<file path="config.mk">
export PLATFORM = sky130hd
export DESIGN_NAME = uart_tx_ctrl
export DESIGN_NICKNAME = d
export VERILOG_FILES = /design/src/rtl/uart_tx_ctrl.sv
export SDC_FILE = /design/constraint.sdc
export NUM_CORES = 1
export LEC_CHECK = 0
export CAP_MARGIN = 20
export CORE_MARGIN = 4
export CORE_UTILIZATION = 48
export CTS_BUF_LIST = sky130_fd_sc_hd__clkbuf_16
export DETAILED_ROUTE_END_ITERATION = 10
export HOLD_SLACK_MARGIN = 0.03
export PLACE_DENSITY = 0.86
export SYNTH_ARGS = -nofsm -noshare
export SYNTH_HDL_FRONTEND = slang
export SYNTH_SLANG_ARGS = --single-unit
</file>
<file path="constraint.sdc">
create_clock -name CLK -period 1.8 [get_ports CLK]
set_input_delay 0.36 -clock CLK [delete_from_list [all_inputs] [get_ports CLK]]
set_output_delay 0.36 -clock CLK [all_outputs]
set_load 0.005 [all_outputs]
</file>
<file path="src/rtl/uart_tx_ctrl.sv">
// UART transmit controller: frames a parallel byte as start / data (LSB first) /
// optional parity / stop and drives the TX line mux select, one bit per CLK.
module uart_tx_ctrl #(
    parameter int unsigned DATA_WIDTH = 8
) (
    input  logic                  CLK,
    input  logic                  RST,
    input  logic [DATA_WIDTH-1:0] P_DATA,
    input  logic                  DATA_VALID,
    input  logic                  PAR_EN,
    input  logic                  PAR_TYP,
    output logic [1:0]            mux_sel,
    output logic                  ser_data,
    output logic                  par_bit,
    output logic                  busy
);

    localparam int unsigned CNT_W = (DATA_WIDTH > 1) ? $clog2(DATA_WIDTH) : 1;
    localparam logic [CNT_W-1:0] CNT_LAST = CNT_W'(DATA_WIDTH - 1);

    localparam logic [1:0] SEL_START = 2'b00;
    localparam logic [1:0] SEL_IDLE  = 2'b01;
    localparam logic [1:0] SEL_DATA  = 2'b10;
    localparam logic [1:0] SEL_PAR   = 2'b11;

    typedef enum logic [2:0] {
        S_IDLE   = 3'd0,
        S_START  = 3'd1,
        S_DATA   = 3'd2,
        S_PARITY = 3'd3,
        S_STOP   = 3'd4
    } state_t;

    state_t                state;
    state_t                state_next;
    logic [DATA_WIDTH-1:0] shreg;
    logic [DATA_WIDTH-1:0] shreg_next;
    logic [CNT_W-1:0]      cnt;
    logic [CNT_W-1:0]      cnt_next;
    logic                  par_en_q;
    logic                  par_en_next;
    logic                  par_bit_next;
    logic [1:0]            mux_sel_next;
    logic                  busy_next;
    logic                  accept;

    // Next-state, frame latch and Moore output decode of the upcoming state
    always_comb begin
        state_next   = state;
        shreg_next   = shreg;
        cnt_next     = cnt;
        par_en_next  = par_en_q;
        par_bit_next = par_bit;
        mux_sel_next = SEL_IDLE;
        busy_next    = 1'b0;
        accept       = 1'b0;

        case (state)
            S_IDLE: begin
                if (DATA_VALID) begin
                    accept     = 1'b1;
                    state_next = S_START;
                end
            end
            S_START: begin
                cnt_next   = '0;
                state_next = S_DATA;
            end
            S_DATA: begin
                shreg_next = shreg >> 1;
                if (cnt == CNT_LAST) begin
                    cnt_next   = '0;
                    state_next = par_en_q ? S_PARITY : S_STOP;
                end else begin
                    cnt_next = cnt + CNT_W'(1);
                end
            end
            S_PARITY: begin
                state_next = S_STOP;
            end
            S_STOP: begin
                // A byte offered during STOP chains straight into the next frame
                if (DATA_VALID) begin
                    accept     = 1'b1;
                    state_next = S_START;
                end else begin
                    state_next = S_IDLE;
                end
            end
            default: begin
                state_next = S_IDLE;
                shreg_next = '0;
                cnt_next   = '0;
            end
        endcase

        if (accept) begin
            shreg_next   = P_DATA;
            par_en_next  = PAR_EN;
            par_bit_next = PAR_TYP ? ~^P_DATA : ^P_DATA;
        end

        case (state_next)
            S_START: begin
                mux_sel_next = SEL_START;
                busy_next    = 1'b1;
            end
            S_DATA: begin
                mux_sel_next = SEL_DATA;
                busy_next    = 1'b1;
            end
            S_PARITY: begin
                mux_sel_next = SEL_PAR;
                busy_next    = 1'b1;
            end
            S_STOP: begin
                mux_sel_next = SEL_IDLE;
                busy_next    = 1'b1;
            end
            default: begin
                mux_sel_next = SEL_IDLE;
                busy_next    = 1'b0;
            end
        endcase
    end

    // State and registered outputs; mux_sel/busy always track the current state
    always_ff @(posedge CLK or negedge RST) begin
        if (!RST) begin
            state    <= S_IDLE;
            shreg    <= '0;
            cnt      <= '0;
            par_en_q <= 1'b0;
            par_bit  <= 1'b0;
            mux_sel  <= SEL_IDLE;
            busy     <= 1'b0;
        end else begin
            state    <= state_next;
            shreg    <= shreg_next;
            cnt      <= cnt_next;
            par_en_q <= par_en_next;
            par_bit  <= par_bit_next;
            mux_sel  <= mux_sel_next;
            busy     <= busy_next;
        end
    end

    assign ser_data = shreg[0];

endmodule

</file>
==> results of run 1 <==
## cells in the final DEF, fill, tap and decap left out, drive strengths merged, types with 3 or more instances in the layout
cell,count
a21oi,4
nand3,4
clkbuf,3
nand2b,3
o21ai,7
ha,3
inv,11
buf,5
xnor2,5
a222oi,7
dfrtp,18
clkdlybuf4s50,17
nor2b,3
nor2,4
## power groups by stage
stage               Sequential, W  Combinational, W  Clock (W)
floorplan                0.000724          0.000468          0
global placement         0.000761          0.000666          0
detailed placement       0.000775          0.000698          0
CTS                      0.000772          0.000714   0.000452
global route             0.000799          0.000789   0.000469
finish                   0.000776          0.000711   0.000449
## final cells by class
| class | instances | area [sq um] | area share |
|---|---|---|---|
| clock buffers | 3 | 75.07 | 0.06098 |
| clock inverters | 1 | 3.754 | 0.003049 |
| inverters | 10 | 37.54 | 0.03049 |
| multi-input cells | 54 | 399.1 | 0.3242 |
| flip-flops and latches | 19 | 476.7 | 0.3872 |
| well taps | 25 | 31.28 | 0.02541 |
| repair buffers | 22 | 207.7 | 0.1687 |
## cell families (layout without fill, tap and decap cells)
family	after synthesis	count (layout)
AOI/OAI and AO/OA	23	23
DFF	19	19
and+or+nand+nor	19	19
buffers and inverters	14	36
xor gates and xnor gates	8	8
adders and majority gates	3	3
muxes	1	1
## worst max-delay path by stage
stage | to
floorplan | par_bit$_DFFE_PN0P_
global placement | par_bit$_DFFE_PN0P_
detailed placement | par_bit$_DFFE_PN0P_
CTS | par_bit$_DFFE_PN0P_
global route | par_bit$_DFFE_PN0P_
finish | par_bit$_DFFE_PN0P_
## flip-flops by register name, indices dropped and copies added (netlist names)
register	flops
busy	1
mux_sel	2
par_bit	1
state	3
cnt	3
shreg	8
par_en_q	1
## worst max-delay path, cell delays in order
cell and delay [ps]:
clkdlybuf4s50_1 510, xnor2_1 140, xnor3_1 420, xnor2_1 140, mux2_2 260
## routing by layer
layer	up-vias	global-route usage
li1	353	-
met5	-	0
met2	26	0.2803
met1	373	0.2110
met3	4	0.03704
met4	0	0.05106
## through the flow
step	std cells	util	cell area, sq um
global route	134	0.6905	1231
CTS	134	0.6905	1231
finish	134	0.6905	1231
floorplan	87	-	937.1
global placement	130	0.6463	1152
detailed placement	130	0.6463	1152
==> impl_results.md, run 1 <==
- Status: finished, final reports clean
- Synth Flop Type: dfrtp_1
- WP data arrival: 1840 ps
- Int Pwr: 0.001287 W
- Share of total power in sequential cells: 0.401
- Kind of critical path: input port to flop
- Setup TNS: 0 ps
- CTS tree: yes
- Share of post-route cells with drive strength above 1: 0.1009
- Launching point of the worst reg2reg path: state[0]$_DFF_PN0_
- Die Wd: 52.19 um
- Post-DR vias/cell: 5.642
- Worst setup margin: 94.04 ps
- Most frequent cell after synthesis: dfrtp_1
- Clock sink count: 19
- Crit path max fanout: 2
- Tot GR Track Use: 0.1660
- Vias: 756
- Die Area: 0.002723 sq mm
- Tcrit/Tclk final: 0.9478
- Post-DR wirelength/cell: 15.10 um
- Main combinational cell family by area after synthesis: compound AO/OA/AOI/OAI gates
- Antenna Nets Post-Route: 0
- Met2 WL post-DR: 980 um
- Post-Syn Area: 937.1 sq um
- Clock latency on the worst-skew pair: 250 ps
- Worst clock skew: 3.187 ps
- Std-Cell Rows: 15
- XOR/XNOR Fraction of Synth Area: 0.08945
- Final hold vios: 0
- CTS Hold Bufs: 0
- Least-Margin Pin Slew: 496.0 ps
- Vias in the first global route: 755
- IR drop worst, VDD: 0.0009709 V
- HPWL Detailed: 1428 um
- Met3 routed WL: 133 um
- Pre-CTS setup slack: -164.4 ps
- Max Clk Rate: 0.5862 GHz
- Post-CTS Resized: 0
- Ys Warns: 0
- Number of synthesized flops with an enable pin: 0
- Seq cells post-synth: 19
- Drt first-iter violations: 46
- Simple-gate area share of the yosys netlist: 0.1041
- Hold Path Class: input port to async pin
- Combinational fraction of design power: 0.367
- Top post-synthesis cells by area: dfrtp_1 48%, a222oi_1 7.5%, xnor2_1 4.7%, ha_1 4.0%, inv_1 4.0%
- Post-route DRC violation count: 0
- Post-Synth Adder-Cell Area: 0.04005
- Mux cell area share after synthesis: 0.01202
- Core footprint: 0.001783 sq mm
- TritonCTS Buffers: 3
- WHS: 372.6 ps
- P&R area growth vs syn: 31.38%
- NetSw: 0.0006486 W
- Endpoints failing setup: 0
- Slew Limit Fails: 0
- Total gr overflow: 0
- Max cap viols: 0
- Total Power: 0.001935 W
- Mapped Cells: 87
- Initial Utilization: 0.5256
- Syn_area_per_cell: 10.77 sq um
- Synthesized Nets: 103
- CP required: 1930 ps
- I/O pins: 18
- Postcts setup bufs: 0
- Fill count: 122
- Seq/Total Area, Yosys: 0.5087
- Leak Pwr: 0.5794 nW
- R2R depth: 4
- Clk buf depth: 2
- Largest net degree at the start of global routing: 18
- Wirelength, routed: 2023 um
- DIE HEIGHT: 52.19 um
- Final GP Congestion: 0.7926
- Met1 Wirelength: 885 um
- Clock-pin slew on the worst setup and hold paths: 50 ps
- Synth async-reset ratio: 1.000
- Startpoint Class: input port
- Slew margin rel.: 0.6693
- 1st-pass router iterations: 5
- Reg2reg setup slack: 190 ps
- Critical Path End Type: flop
- Reg2reg end: shreg[6]$_DFFE_PN0P_
- # H-tree levels: 1
- Post-synthesis compound-gate area fraction: 0.1802
- Initial antenna violation count: 0
- Clk pwr share: 0.232
- First-pass GRT wire length: 3353 um
- Root Driver: clkbuf_16
- Top Metal Used: met4
- Area leader, netlist: dfrtp_1
- Net Sw Frac: 0.3351
- Fin crit period: 1706 ps
- Port bufs: 17
- Unrepaired setup endpoints after global routing: false
- Total Nets Final: 126
- Post-synth cell types: 27
- PD cells: 1572 mW/mm^2
- N_diodes: 0
- Setup crit start: P_DATA[3]
- Commonest cells in the netlist: 18 x dfrtp_1, 10 x inv_1, 7 x a222oi_1
- Post-synth top area share: 0.4806
Note: power is estimated with default switching activity, not from simulation.
==> run 2: changes to the inputs <==
- GPL_TIMING_DRIVEN: not set -> 0
- clock period: 1.8 -> 1.76 ns (I/O delays scaled with it)
==> run 2 against run 1 <==
Effect of this change: hold slack improved by 130 ps; non-clock buffer count decreased by 1; sequential share of layout area increased by 0.40 points; cell area decreased by 1.0%; via count decreased by 0.26%.
==> impl_results.md, run 2 (synthesized netlist as in run 1, its figures left out) <==
- Clock-pin slew on the worst setup and hold paths: 60 ps (about the same)
- Final hold vios: 0 (unchanged)
- IR drop worst, VDD: 0.0008150 V (-16%)
- Hold Startpoint: shreg[4]$_DFFE_PN0P_
- P&R area growth vs syn: 30.04%
- Antenna Nets Post-Route: 0 (unchanged)
- Largest net degree at the start of global routing: 20 (+2)
- CTS Hold Bufs: 0 (unchanged)
- Postcts setup bufs: 0 (unchanged)
- DP Area: 0.001139 sq mm (-1.2%)
- Vias in the first global route: 757 (+0.26%)
- R2R depth: 6 (+2)
- Clock sink count: 19 (unchanged)
- First-pass GRT wire length: 3249 um (-3.1%)
- Initial antenna violation count: 0 (unchanged)
- Most frequent cells in the layout: 18 x dfrtp_1, 17 x clkdlybuf4s50_1, 10 x inv_1
- HPWL Detailed: 1408 um (-1.4%)
- Post-CTS Resized: 0 (unchanged)
- CP required: 1900 ps (-30 ps)
- I/O pins: 18 (unchanged)
- Drt first-iter violations: 40 (-13%)
- Critical Path End Type: flop
- Die Area: 0.002723 sq mm (unchanged)
- Startpoint Class: input port
- Tcrit/Tclk final: 0.9498
- Layout Cells excl Fill: 133 (-0.75%)
- Clock latency on the worst-skew pair: 250 ps (about the same)
- Fin crit period: 1672 ps
- Port bufs: 17 (unchanged)
- Max reg flops: 8 (unchanged)
- 1st-pass router iterations: 6 (+1)
- Slew Limit Fails: 0 (unchanged)
- Largest registers: shreg x8, cnt x3, state x3
- Std-Cell Rows: 15 (unchanged)
- Max Clk Rate: 0.5982 GHz
- Slew margin rel.: 0.4458 (-0.2236)
- Biggest register: shreg
- Reg2reg setup slack: 250 ps (+60 ps)
- Final GP Congestion: 0.7909 (-0.21%)
- Worst clock skew: 2.998 ps (-0.1889 ps)
- Root Driver: clkbuf_16
- Least-Margin Pin Slew: 828.8 ps (+332.8 ps)
- N_diodes: 0 (unchanged)
- Cell depth of the worst hold path: 2
- Core footprint: 0.001783 sq mm (unchanged)
- Leak Pwr: 0.5670 nW (-2.1%)
- Tot GR Track Use: 0.1621 (-0.003831)
- Clk buf depth: 2 (unchanged)
- WP data arrival: 1810 ps (-30 ps)
- TritonCTS Buffers: 3 (unchanged)
- Post-DR wirelength/cell: 15.07 um (-0.19%)
- DIE HEIGHT: 52.19 um (unchanged)
- Status: finished, final reports clean
- CTS tree: yes
- Total Nets Final: 125 (-0.79%)
- Unrepaired setup endpoints after global routing: false
- Endpoints failing setup: 0 (unchanged)
- Fin area: 0.001219 sq mm (-1.0%)
- Crit path max fanout: 2 (unchanged)
- Setup TNS: 0 ps (unchanged)
- Placed cells: 129 (-0.77%)
- Post-DR vias/cell: 5.669 (+0.49%)
- Die Wd: 52.19 um (unchanged)
- PD cells: 1630 mW/mm^2 (+3.7%)
- Hold Path Class: flop to flop
- Wirelength, routed: 2004 um (-0.94%)
- Post-route DRC violation count: 0 (unchanged)
- Vias: 754 (-0.26%)
- # H-tree levels: 1 (unchanged)
- Launching point of the worst reg2reg path: cnt[0]$_DFFE_PN0N_
- Initial Utilization: 0.5256 (unchanged)
- Kind of critical path: input port to flop
- Max cap viols: 0 (unchanged)
- Most common cell after layout, fill and taps aside: dfrtp_1
- Total gr overflow: 0 (unchanged)
- Hold EP: shreg[3]$_DFFE_PN0P_
- Share of post-route cells with drive strength above 1: 0.08333 (-0.01758)
- Reg2reg end: busy$_DFF_PN0_
-- run 2: stage by stage --
stage | setup slack, ps | hold WS [ps] | power, W | util
finish | 88.44 | 507.4 | 0.001987 | 0.6835
global route | 13.99 | 529.0 | 0.002105 | 0.6835
CTS | 74.04 | 504.4 | 0.001991 | 0.6835
detailed placement | -189.9 | 494.0 | 0.001507 | 0.6386
floorplan | 378.0 | 56.41 | 0.001219 | -
global placement | -142.5 | 474.1 | 0.001455 | 0.6386
-- run 2: worst max-delay path by stage --
stage                     slack, ps  startpoint                   to  depth (start not counted)
final                            90   P_DATA[2]  par_bit$_DFFE_PN0P_                          5
after global routing             10   P_DATA[2]  par_bit$_DFFE_PN0P_                          5
after CTS                        70   P_DATA[2]  par_bit$_DFFE_PN0P_                          5
after detailed placement       -190   P_DATA[2]  par_bit$_DFFE_PN0P_                          5
after global placement         -140   P_DATA[3]  par_bit$_DFFE_PN0P_                          5
after floorplan                 380   P_DATA[3]  par_bit$_DFFE_PN0P_                          4
-- run 2: layer usage --
metal / global-route usage / up-vias / share of wire
li1: - / 350 / -
met1: 0.2029 / 374 / 0.45
met2: 0.2699 / 28 / 0.48
met3: 0.04274 / 2 / 0.064
met4: 0.05532 / 0 / 0.0040
met5: 0 / - / 0
-- run 2: worst max-delay path: stages --
cell and delay, ps:
clkdlybuf4s50_1 500, xnor2_1 130, xnor3_1 420, xnor2_1 150
mux2_2 260
-- run 2: area by class of cell --
class,count,area [sq um]
tap,25,31.28
timing repair buffer,17,170.2
sequential,19,476.7
fill,123,564.3
clock buffer,3,75.07
inverter,10,37.54
multi-input combinational,54,399.1
buffer,4,23.77
clock inverter,1,5.005
-- run 2: power breakdown --
group          total (W)  internal, W  switching (W)  leakage, nW
Clock           0.000470     0.000305       0.000165       0.0409
Sequential      0.000767     0.000632       0.000135        0.240
Combinational   0.000750     0.000375       0.000375        0.286
Total            0.00199      0.00131       0.000675        0.567
==> run 3: changes to the inputs <==
==> constraint.sdc (replaced) <==
create_clock -name CLK -period 1.76 [get_ports CLK]
set_input_delay 0.528 -clock CLK [delete_from_list [all_inputs] [get_ports CLK]]
set_output_delay 0.528 -clock CLK [all_outputs]
set_load 0.005 [all_outputs]
==> run 3 against run 2 <==
Effect of this change: worst setup slack got worse by 27 ps; combinational power increased by 0.8%; clock power about the same; clock skew about the same; register-to-register slack hardly changed; global-route usage unchanged; cell count grew 0.75%; non-clock buffer count is 1 higher; core utilization is 0.21 points higher; via count grew 1.2%; sequential power hardly changed; critical path type unchanged; largest cell class unchanged; largest power group unchanged.
==> impl_results.md, run 3 (synthesized netlist as in run 1, its figures left out) <==
- Root Driver: clkbuf_16
- IR drop worst, VDD: 0.0008169 V (+0.24%)
- N_diodes: 0 (unchanged)
- Slew Limit Fails: 0 (unchanged)
- Die Area: 0.002723 sq mm (unchanged)
- Layout Cells excl Fill: 134 (+0.75%)
- Clk buf depth: 2 (unchanged)
- R2R depth: 6 (unchanged)
- Clock-pin slew on the worst setup and hold paths: 60 ps (about the same)
- GR Layer Usage met2: 0.2699 (unchanged)
- P&R area growth vs syn: 30.44%
- Fin crit period: 1699 ps (+27.17 ps)
- Std-Cell Rows: 15 (unchanged)
- Int Pwr: 0.001308 W (-0.23%)
- CTS tree: yes
- Total gr overflow: 0 (unchanged)
- TritonCTS Buffers: 3 (unchanged)
- 1st-pass router iterations: 5 (-1)
- Most used routing layer: met2
- CP required: 1900 ps (about the same)
- First-pass GRT wire length: 3249 um (unchanged)
- Wirelength, routed: 2048 um (+2.2%)
- Largest registers: shreg x8, cnt x3, state x3
- Initial antenna violation count: 0 (unchanged)
- Clock latency on the worst-skew pair: 250 ps (about the same)
- Max reg flops: 8 (unchanged)
- Tot GR Track Use: 0.1621 (unchanged)
- Net Sw Frac: 0.3437 (+0.003780)
- Antenna Nets Post-Route: 0 (unchanged)
- Drt first-iter violations: 69 (+73%)
- Kind of critical path: input port to flop
- Initial Utilization: 0.5256 (unchanged)
- Tcrit/Tclk final: 0.9652 (+0.01544)
- Reg2reg setup slack: 240 ps (about the same)
- I/O pins: 18 (unchanged)
- Clk pwr share: 0.237 (about the same)
- Most frequent cells in the layout: 18 x dfrtp_1, 12 x clkdlybuf4s50_1, 10 x inv_1
- DP Area: 0.001139 sq mm (unchanged)
- Register Area: 476.7 sq um (unchanged)
- Footprint of the multi-input gates: 401.6 sq um (+0.63%)
- Vias: 763 (+1.2%)
- NetSw: 0.0006852 W (+1.5%)
- # H-tree levels: 1 (unchanged)
- Unrepaired setup endpoints after global routing: false
- Final hold vios: 0 (unchanged)
- Met1 Track Usage GR: 0.2029 (unchanged)
- Cell depth of the worst hold path: 2 (unchanged)
- Setup TNS: 0 ps (unchanged)
- WP data arrival: 1840 ps (+30 ps)
- PD cells: 1631 mW/mm^2 (about the same)
- Crit path max fanout: 2 (unchanged)
- Fill count: 125 (+1.6%)
- Launching point of the worst reg2reg path: cnt[0]$_DFFE_PN0N_
- Total Nets Final: 126 (+0.80%)
- HPWL Detailed: 1408 um (unchanged)
- Core footprint: 0.001783 sq mm (unchanged)
- Port bufs: 17 (unchanged)
- Most common cell after layout, fill and taps aside: dfrtp_1
- Met3 GRT Util: 0.04274 (unchanged)
- Hold Startpoint: shreg[4]$_DFFE_PN0P_
- Final GP Congestion: 0.7909 (unchanged)
- Post-DR wirelength/cell: 15.28 um (+1.4%)
- Combinational fraction of design power: 0.379 (+0.002)
- Post-DR vias/cell: 5.694 (+0.44%)
- Die Wd: 52.19 um (unchanged)
- Max cap viols: 0 (unchanged)
- Vias in the first global route: 757 (unchanged)
- Share of total power in sequential cells: 0.384 (-0.002)
- Placed cells: 129 (unchanged)
- Slew margin rel.: 0.4435 (-0.002272)
- Endpoints failing setup: 0 (unchanged)
- Clock sink count: 19 (unchanged)
- Startpoint Class: input port
- DIE HEIGHT: 52.19 um (unchanged)
- Biggest register: shreg
- Hold Path Class: flop to flop
- Max Clk Rate: 0.5887 GHz (-1.6%)
- Largest net degree at the start of global routing: 20 (unchanged)
- Status: finished, final reports clean
- Hold EP: shreg[3]$_DFFE_PN0P_
- Least-Margin Pin Slew: 832.2 ps (+3.397 ps)
- Leak Pwr: 0.5790 nW (+2.1%)
- Reg2reg end: busy$_DFF_PN0_
- Share of post-route cells with drive strength above 1: 0.1009 (+0.01758)
- Critical Path End Type: flop
- Worst clock skew: 3.416 ps (+0.4184 ps)
- Post-route DRC violation count: 0 (unchanged)
- Fin area: 0.001222 sq mm (+0.31%)
## run 3: layout make-up
cell class | instances | area share
Clock buffer | 3 | 0.06141
Buffer | 4 | 0.01945
Sequential cell | 19 | 0.3900
Timing Repair Buffer | 18 | 0.1402
Multi-Input combinational cell | 54 | 0.3286
Clock inverter | 1 | 0.004094
Inverter | 10 | 0.03071
Tap cell | 25 | 0.02559
## run 3: through the flow
step | util | power [W] | setup slack (ps) | hold WS, ps
2_1_floorplan | - | 0.001219 | 202.0 | 232.4
3_3_place_gp | 0.6386 | 0.001455 | -318.5 | 474.1
3_5_place_dp | 0.6386 | 0.001507 | -365.9 | 494.0
4_1_cts | 0.6800 | 0.001980 | 15.14 | 504.4
5_1_grt | 0.6856 | 0.002106 | 2.723 | 529.0
6_report | 0.6856 | 0.001993 | 61.27 | 510.6
## run 3: worst max path at each step
stage | endpoint | cells past startpoint | slack, ps | startpoint
global route | shreg[2]$_DFFE_PN0P_ | 6 | 3 | DATA_VALID
floorplan | par_bit$_DFFE_PN0P_ | 4 | 200 | P_DATA[3]
global placement | par_bit$_DFFE_PN0P_ | 5 | -320 | P_DATA[3]
finish | par_bit$_DFFE_PN0P_ | 5 | 60 | P_DATA[0]
detailed placement | par_bit$_DFFE_PN0P_ | 5 | -370 | P_DATA[2]
CTS | shreg[2]$_DFFE_PN0P_ | 6 | 20 | DATA_VALID
## run 3: worst max-delay path: stages
cell and delay [ps]:
dlygate4sd2_1 260, xnor2_1 200, xnor3_1 440, xnor2_1 150
mux2_2 260
## run 3: repair_timing
item,in CTS,in global routing
resized for setup,5,1
endpoints found under the setup margin,2,5
pin swaps,4,2
setup buffers,0,1
hold buffers,0,0
## run 3: power groups by stage
stage,Sequential [W],Clock [W],Combinational (W)
final,0.000766,0.000472,0.000756
after global routing,0.000787,0.000490,0.000830
after CTS,0.000761,0.000474,0.000745
after detailed placement,0.000766,0,0.000741
after global placement,0.000749,0,0.000706
after floorplan,0.000740,0,0.000479
## run 3: routing by layer
layer,vias up,routed length (um)
li1,354,-
met1,376,900
met2,31,1006
met3,2,132
met4,0,8
met5,-,0
